<file path="src/rtl/conv3x3_sram_engine.sv">
// rtl/conv3x3_sram_engine.sv - signed 3x3 convolution from dual-port source SRAM to destination SRAM; optional macro CONV_ABS_EN
module conv3x3_sram_engine #(
   parameter int IMG_W  = 256,
   parameter int IMG_H  = 256,
   parameter int ADDR_W = 16,
   parameter int SHIFT  = 4
) (
   input  logic              clk,
   input  logic              rst_n,
   input  logic              start,
   input  logic [35:0]       kernel,
   output logic              busy,
   output logic              done,
   output logic              src_ena,
   output logic              src_enb,
   output logic [ADDR_W-1:0] src_addra,
   output logic [ADDR_W-1:0] src_addrb,
   input  logic [7:0]        src_qa,
   input  logic [7:0]        src_qb,
   output logic              dst_en,
   output logic              dst_wen,
   output logic [ADDR_W-1:0] dst_addr,
   output logic [7:0]        dst_d
);

   localparam int CW = (IMG_W > 1) ? $clog2(IMG_W) : 1;
   localparam int RW = (IMG_H > 1) ? $clog2(IMG_H) : 1;

   typedef enum logic [2:0] {
      IDLE, RD0, RD1, RD2, RD3, RD4, ACC, WR
   } state_t;

   state_t              state_q, state_d;
   logic [RW-1:0]       row_q, row_d;
   logic [CW-1:0]       col_q, col_d;
   logic signed [15:0]  acc_q, acc_d;
   logic                va_q, va_d;
   logic                vb_q, vb_d;
   logic [3:0]          ta_q, ta_d;
   logic [3:0]          tb_q, tb_d;
   logic                done_q, done_d;

   logic                last_col;
   logic                last_pix;
   logic [ADDR_W-1:0]   centre;
   logic                issue;
   logic                use_b;
   logic [3:0]          tap_a;
   logic [3:0]          tap_b;
   logic                ok_a;
   logic                ok_b;
   logic [ADDR_W-1:0]   addr_a;
   logic [ADDR_W-1:0]   addr_b;
   logic signed [15:0]  contrib_a;
   logic signed [15:0]  contrib_b;
   logic signed [15:0]  mag;
   logic signed [15:0]  shifted;
   logic [7:0]          result;

   // A neighbour is usable only when both its row and column fall inside the image.
   function automatic logic nb_ok(input logic [RW-1:0] r, input logic [CW-1:0] c,
                                  input logic [3:0] idx);
      int  dr;
      int  dc;
      logic ok;
      dr = int'(idx) / 3;
      dc = int'(idx) % 3;
      ok = 1'b1;
      if (dr == 0 && r == '0) ok = 1'b0;
      if (dr == 2 && r == RW'(IMG_H - 1)) ok = 1'b0;
      if (dc == 0 && c == '0) ok = 1'b0;
      if (dc == 2 && c == CW'(IMG_W - 1)) ok = 1'b0;
      return ok;
   endfunction

   // Neighbour address as a signed offset from the centre; wrap only matters for
   // out-of-range slots, which never reach the port.
   function automatic logic [ADDR_W-1:0] nb_addr(input logic [ADDR_W-1:0] ctr,
                                                 input logic [3:0] idx);
      int off;
      off = (int'(idx) / 3 - 1) * IMG_W + (int'(idx) % 3 - 1);
      return ctr + ADDR_W'(off);
   endfunction

   // Unsigned pixel times signed tap, widened to accumulator width.
   function automatic logic signed [15:0] prod(input logic [7:0] px, input logic [3:0] tap);
      logic signed [15:0] a;
      logic signed [15:0] b;
      a = $signed({8'd0, px});
      b = $signed({{12{tap[3]}}, tap});
      return a * b;
   endfunction

   assign last_col = (col_q == CW'(IMG_W - 1));
   assign last_pix = last_col && (row_q == RW'(IMG_H - 1));
   assign centre   = ADDR_W'(row_q) * ADDR_W'(IMG_W) + ADDR_W'(col_q);

   // Tap pair issued on ports A/B in each read state.
   always_comb begin
      issue = 1'b1;
      use_b = 1'b1;
      tap_a = 4'd0;
      tap_b = 4'd1;
      case (state_q)
         RD0:     begin tap_a = 4'd0; tap_b = 4'd1; end
         RD1:     begin tap_a = 4'd2; tap_b = 4'd3; end
         RD2:     begin tap_a = 4'd4; tap_b = 4'd5; end
         RD3:     begin tap_a = 4'd6; tap_b = 4'd7; end
         RD4:     begin tap_a = 4'd8; tap_b = 4'd0; use_b = 1'b0; end
         default: begin issue = 1'b0; use_b = 1'b0; end
      endcase
   end

   assign ok_a   = nb_ok(row_q, col_q, tap_a);
   assign ok_b   = nb_ok(row_q, col_q, tap_b);
   assign addr_a = nb_addr(centre, tap_a);
   assign addr_b = nb_addr(centre, tap_b);

   assign src_ena   = issue && ok_a;
   assign src_enb   = use_b && ok_b;
   assign src_addra = src_ena ? addr_a : '0;
   assign src_addrb = src_enb ? addr_b : '0;

   // Padded slots contribute nothing; live slots use the data returned this cycle.
   assign contrib_a = va_q ? prod(src_qa, kernel[{ta_q, 2'b00} +: 4]) : 16'sd0;
   assign contrib_b = vb_q ? prod(src_qb, kernel[{tb_q, 2'b00} +: 4]) : 16'sd0;

   // Final scaling: optional magnitude, arithmetic shift, clamp to a pixel.
   always_comb begin
`ifdef CONV_ABS_EN
      mag = (acc_q < 16'sd0) ? -acc_q : acc_q;
`else
      mag = acc_q;
`endif
      shifted = mag >>> SHIFT;
      if (shifted < 16'sd0)
         result = 8'd0;
      else if (shifted > 16'sd255)
         result = 8'd255;
      else
         result = shifted[7:0];
   end

   assign busy     = (state_q != IDLE);
   assign done     = done_q;
   assign dst_en   = (state_q == WR);
   assign dst_wen  = !dst_en;
   assign dst_addr = dst_en ? centre : '0;
   assign dst_d    = dst_en ? result : 8'd0;

   // Next-state logic: sequencing, raster counters, accumulator and slot pipeline.
   always_comb begin
      state_d = state_q;
      row_d   = row_q;
      col_d   = col_q;
      acc_d   = acc_q;
      done_d  = 1'b0;
      va_d    = src_ena;
      vb_d    = src_enb;
      ta_d    = tap_a;
      tb_d    = tap_b;
      case (state_q)
         IDLE: begin
            if (start) begin
               state_d = RD0;
               row_d   = '0;
               col_d   = '0;
            end
         end
         RD0: begin
            acc_d   = 16'sd0;
            state_d = RD1;
         end
         RD1: begin
            acc_d   = acc_q + contrib_a + contrib_b;
            state_d = RD2;
         end
         RD2: begin
            acc_d   = acc_q + contrib_a + contrib_b;
            state_d = RD3;
         end
         RD3: begin
            acc_d   = acc_q + contrib_a + contrib_b;
            state_d = RD4;
         end
         RD4: begin
            acc_d   = acc_q + contrib_a + contrib_b;
            state_d = ACC;
         end
         ACC: begin
            acc_d   = acc_q + contrib_a + contrib_b;
            state_d = WR;
         end
         WR: begin
            if (last_pix) begin
               state_d = IDLE;
               done_d  = 1'b1;
               row_d   = '0;
               col_d   = '0;
            end else begin
               state_d = RD0;
               if (last_col) begin
                  col_d = '0;
                  row_d = row_q + RW'(1);
               end else begin
                  col_d = col_q + CW'(1);
               end
            end
         end
         default: state_d = IDLE;
      endcase
   end

   // State register with synchronous active-low reset; reset aborts a frame silently.
   always_ff @(posedge clk) begin
      if (!rst_n) begin
         state_q <= IDLE;
         row_q   <= '0;
         col_q   <= '0;
         acc_q   <= 16'sd0;
         va_q    <= 1'b0;
         vb_q    <= 1'b0;
         ta_q    <= 4'd0;
         tb_q    <= 4'd0;
         done_q  <= 1'b0;
      end else begin
         state_q <= state_d;
         row_q   <= row_d;
         col_q   <= col_d;
         acc_q   <= acc_d;
         va_q    <= va_d;
         vb_q    <= vb_d;
         ta_q    <= ta_d;
         tb_q    <= tb_d;
         done_q  <= done_d;
      end
   end

endmodule
</file>
<file path="config.mk">
export PLATFORM = sky130hd
export DESIGN_NAME = conv3x3_sram_engine
export DESIGN_NICKNAME = d
export VERILOG_FILES = /design/src/rtl/conv3x3_sram_engine.sv
export SDC_FILE = /design/constraint.sdc
export NUM_CORES = 1
export LEC_CHECK = 0
export ABC_AREA = 0
export BUFFER_PORTS_ARGS = -buffer_cell sky130_fd_sc_hd__buf_2
export CORE_MARGIN = 3
export CORE_UTILIZATION = 40
export CTS_BUF_LIST = sky130_fd_sc_hd__clkbuf_2
export DETAILED_ROUTE_END_ITERATION = 7
export SLEW_MARGIN = 25
export SYNTH_ARGS = -nofsm -noshare
export SYNTH_HDL_FRONTEND = slang
export SYNTH_SLANG_ARGS = --single-unit
</file>
<file path="constraint.sdc">
create_clock -name clk -period 8.1 [get_ports clk]
set_input_delay 0.405 -clock clk [delete_from_list [all_inputs] [get_ports clk]]
set_output_delay 0.405 -clock clk [all_outputs]
set_load 0.005 [all_outputs]
</file>
==> results.md <==
* Result of the run: finished, final reports clean
* Final-stage net count at 1321
* Worst slack at placement at 0.6233 ns
* Part of the total power dissipated in combinational logic at 86.8%
* Quantity of hold-fixing buffers added after cts at 0
* Highest net fanout along the worst path at 9
* Gp weighted congestion at 0.8792
* Unrepaired setup endpoints after global routing: no
* Post-synth EDFFs at 0
* Worst hold-check slack at 0.2843 ns
* Maximum number of pins on one net before global-route repair at 27
* Total wire length at 19.90 mm
* Main area contributors after synthesis: sky130_fd_sc_hd__ha_1 22%, sky130_fd_sc_hd__fa_1 15%, sky130_fd_sc_hd__dfxtp_1 11%
* Number of rows created at floorplan at 50
* Worst endpoint required time at 8.45 ns
* Leading cell types by count after synthesis: 136 x sky130_fd_sc_hd__ha_1, 120 x sky130_fd_sc_hd__inv_1, 106 x sky130_fd_sc_hd__nor2_1
* Cell accounting for the most synthesized area: sky130_fd_sc_hd__ha_1
* Number of top-level design ports at 117
* Async S/R FF share, synth at 0%
* Switching part of the total at 52.98%
* Upper clock frequency limit at 133.3 MHz
* Most frequently used cell type in the post-synthesis netlist: sky130_fd_sc_hd__ha_1
* Launching element of the worst setup path: tb_q[1]
* Number of standard cells after synthesis at 969
* Register-to-register setup slack at 0.60 ns
* Total power per unit cell area at 304.9 nW/µm²
* Core Area at 19080 µm²
* Post-Synthesis Net Count at 1218
* Final Total Pwr at 2.673 mW
* Endpoint class of the critical path: register
* Cell-internal power at 1.257 mW
* Period minus WS final at 7.503 ns
* Total of max-cap violations at 0
* Final hold violations at 0
* CTS Buffer Depth at 2
* Critical Path Start Type: register
* Hold Path Class: input port to register
* Leak pwr at 4.542 nW
* Clock Power Share at 3.8%
* Final antenna-violating net count at 0
* Pre-antenna DRT Iters at 4
* Effective utilization at floorplan at 41.46%
* Maximum ir drop on the vdd rail at 0.0003335 V
* Post-Synthesis Mean Instance Area at 8.164 µm²
* Switching power summed over all nets at 1.416 mW
* DIE AREA at 21500 µm²
* Global-route wire length before repair at 33.01 mm
* Fraction of final layout cells sized beyond drive strength 1 at 15.66%
* Clock buffers created by TritonCTS at 5
* Endpoints failing setup at 0
* Antenna violations before repair at 1
* CTS HTree Levels at 2
* HPWL reported at the end of detailed placement at 16.61 mm
* Reg-to-reg startpoint: tb_q[1]
* Post-CTS setup buffers at 0
* Accumulated negative setup slack at 0 ns
* Slew at the pin closest to its max-slew limit at 0.9597 ns
* Max_slew headroom at 35.87%
* Clock tree sinks at 42
* Seq pwr share at 9.4%
* Start point of the worst hold path: rst_n
* Clock skew at 0.02255 ns
* Top flip-flop cell by instance count after synthesis: sky130_fd_sc_hd__dfxtp_1
* Final global-route overflow total at 0
* Chip height at 146.6 µm
* DRC errors left at 0
* Post-synthesis instance area at 7911 µm²
* Tcrit/Tclk final at 92.63%
* Via count of the first global-routing pass at 6740
* Final max-slew violation count at 0
* Width of the die at 146.6 µm
* Vias at 6812
* Class of the most critical setup path: register to register
* Post-detailed-route via-to-cell ratio at 5.106
* CTS root buf: sky130_fd_sc_hd__clkbuf_2
* Ys Warns at 0
* CP Data Arrival Time at 7.86 ns
* Count of input and output buffers at 116
* Top cell type's share of synthesized area at 21.51%
* Worst skew pair latency at 0.45 ns
* Count of routing violations after the opening detailed-route iteration at 268
* Number of different library cells in the post-synthesis netlist at 69
* Per-cell routed wire length at 14.92 µm
* CTS resizes at 0
* Minimum setup slack in the final design at 0.5968 ns
* Overall fraction of global-route tracks in use at 18.38%
* Clock slew seen by the registers of the worst setup and hold paths at 0.24 ns
* Register area share after synthesis at 10.63%
* P&R area growth vs syn at 10.82%
* Number of storage elements in the synthesis netlist at 42
* Clock tree from TritonCTS: done
[worst max-delay path, cell delays in order, from the launching register on]
cell                       delay (ns)
sky130_fd_sc_hd__dfxtp_1         0.71
sky130_fd_sc_hd__mux4_2          0.33
sky130_fd_sc_hd__inv_1           0.05
sky130_fd_sc_hd__o21ai_1         0.55
sky130_fd_sc_hd__nand2_1         0.16
sky130_fd_sc_hd__fa_1            0.51
sky130_fd_sc_hd__fa_1            0.51
sky130_fd_sc_hd__fa_1            0.51
sky130_fd_sc_hd__inv_1           0.04
sky130_fd_sc_hd__ha_1            0.22
sky130_fd_sc_hd__fa_1            0.41
sky130_fd_sc_hd__a21o_1          0.19
sky130_fd_sc_hd__a21o_1          0.19
sky130_fd_sc_hd__a21o_1          0.17
sky130_fd_sc_hd__a21oi_1         0.19
sky130_fd_sc_hd__o21ai_0         0.14
sky130_fd_sc_hd__xor2_1          0.15
sky130_fd_sc_hd__and2_1          0.17
sky130_fd_sc_hd__fa_1            0.36
sky130_fd_sc_hd__ha_1            0.37
sky130_fd_sc_hd__a211o_1         0.31
sky130_fd_sc_hd__a211oi_1        0.28
sky130_fd_sc_hd__a221o_1         0.16
sky130_fd_sc_hd__o21bai_1        0.09
sky130_fd_sc_hd__nor3b_1         0.24
sky130_fd_sc_hd__xnor2_1         0.16
sky130_fd_sc_hd__xnor2_1         0.13
sky130_fd_sc_hd__o21ai_0         0.08
[registers in the layout, indices dropped and copies added (netlist names)]
signal   cells
acc_q       16
col_q        8
row_q        8
state_q      3
ta_q         2
tb_q         2
done         1
va_q         1
vb_q         1
[cell usage in the layout (no fill, tap or decap), types with 6 or more instances in the layout]
cell type	n
sky130_fd_sc_hd__a211oi_1	14
sky130_fd_sc_hd__a21o_1	18
sky130_fd_sc_hd__a21oi_1	44
sky130_fd_sc_hd__a22oi_1	12
sky130_fd_sc_hd__a31oi_1	9
sky130_fd_sc_hd__and2_1	32
sky130_fd_sc_hd__and3_1	7
sky130_fd_sc_hd__buf_2	116
sky130_fd_sc_hd__dfxtp_1	42
sky130_fd_sc_hd__fa_1	58
sky130_fd_sc_hd__ha_1	136
sky130_fd_sc_hd__inv_1	120
sky130_fd_sc_hd__mux4_2	8
sky130_fd_sc_hd__nand2_1	65
sky130_fd_sc_hd__nand2b_1	11
sky130_fd_sc_hd__nand3_1	19
sky130_fd_sc_hd__nor2_1	106
sky130_fd_sc_hd__nor2b_1	26
sky130_fd_sc_hd__nor3_1	10
sky130_fd_sc_hd__nor3b_1	6
sky130_fd_sc_hd__o21a_1	16
sky130_fd_sc_hd__o21ai_0	38
sky130_fd_sc_hd__or2_2	15
sky130_fd_sc_hd__xnor2_1	38
sky130_fd_sc_hd__xor2_1	20
[logic make-up (layout without fill, tap and decap cells)]
group	after synthesis	count (layout)	share of synthesized area [%]
multiplexers	14	14	3.052
buffers and inverters	146	250	7.401
XOR/XNOR	58	58	6.421
AND/OR/NAND/NOR	321	321	19.97
flip-flops	42	42	10.63
AO/OA/AOI/OAI	193	193	16.29
adder cells (fa/ha/maj)	194	194	36.19
other	1	2	0.04740
[metrics by stage]
step / utilization [%] / area (µm²) / cells
3_5_place_dp: 45.72 / 8723 / 1325
2_1_floorplan: - / 7911 / 969
3_3_place_gp: 45.72 / 8723 / 1325
4_1_cts: 45.93 / 8765 / 1333
6_report: 45.95 / 8767 / 1334
5_1_grt: 45.95 / 8767 / 1334
[final cells by class]
class | count | area, µm²
fillers | 1935 | 10310
inverters | 121 | 454.2
multi-input cells | 781 | 6485
clock buffers | 5 | 25.02
clock inverters | 3 | 16.27
diodes | 1 | 2.502
well taps | 260 | 325.3
repair buffers | 121 | 618.1
flip-flops and latches | 42 | 840.8
[layer usage]
layer  GRT usage [%]  up-vias  part of all wire (%)
met4           3.246        0                  0.94
li1                -     3466                     -
met3           1.769       13                   3.0
met2           28.23      129                    43
met1           28.16     3204                    53
met5               0        -                     0
[final timing paths]
path           endpoint  cells after the start
min            col_q[7]                      2
max reg2reg   acc_q[15]                     27
max           acc_q[15]                     27
min reg2reg  state_q[1]                      2
[power by group through the flow]
stage / clock, mW / combinational [mW] / sequential, mW
after CTS: 0.107 / 2.33 / 0.251
after global routing: 0.112 / 2.64 / 0.256
after global placement: 0 / 2.31 / 0.254
after floorplan: 0 / 1.83 / 0.235
after detailed placement: 0 / 2.30 / 0.254
final: 0.101 / 2.32 / 0.250
Power figures use the tool's default switching activity.
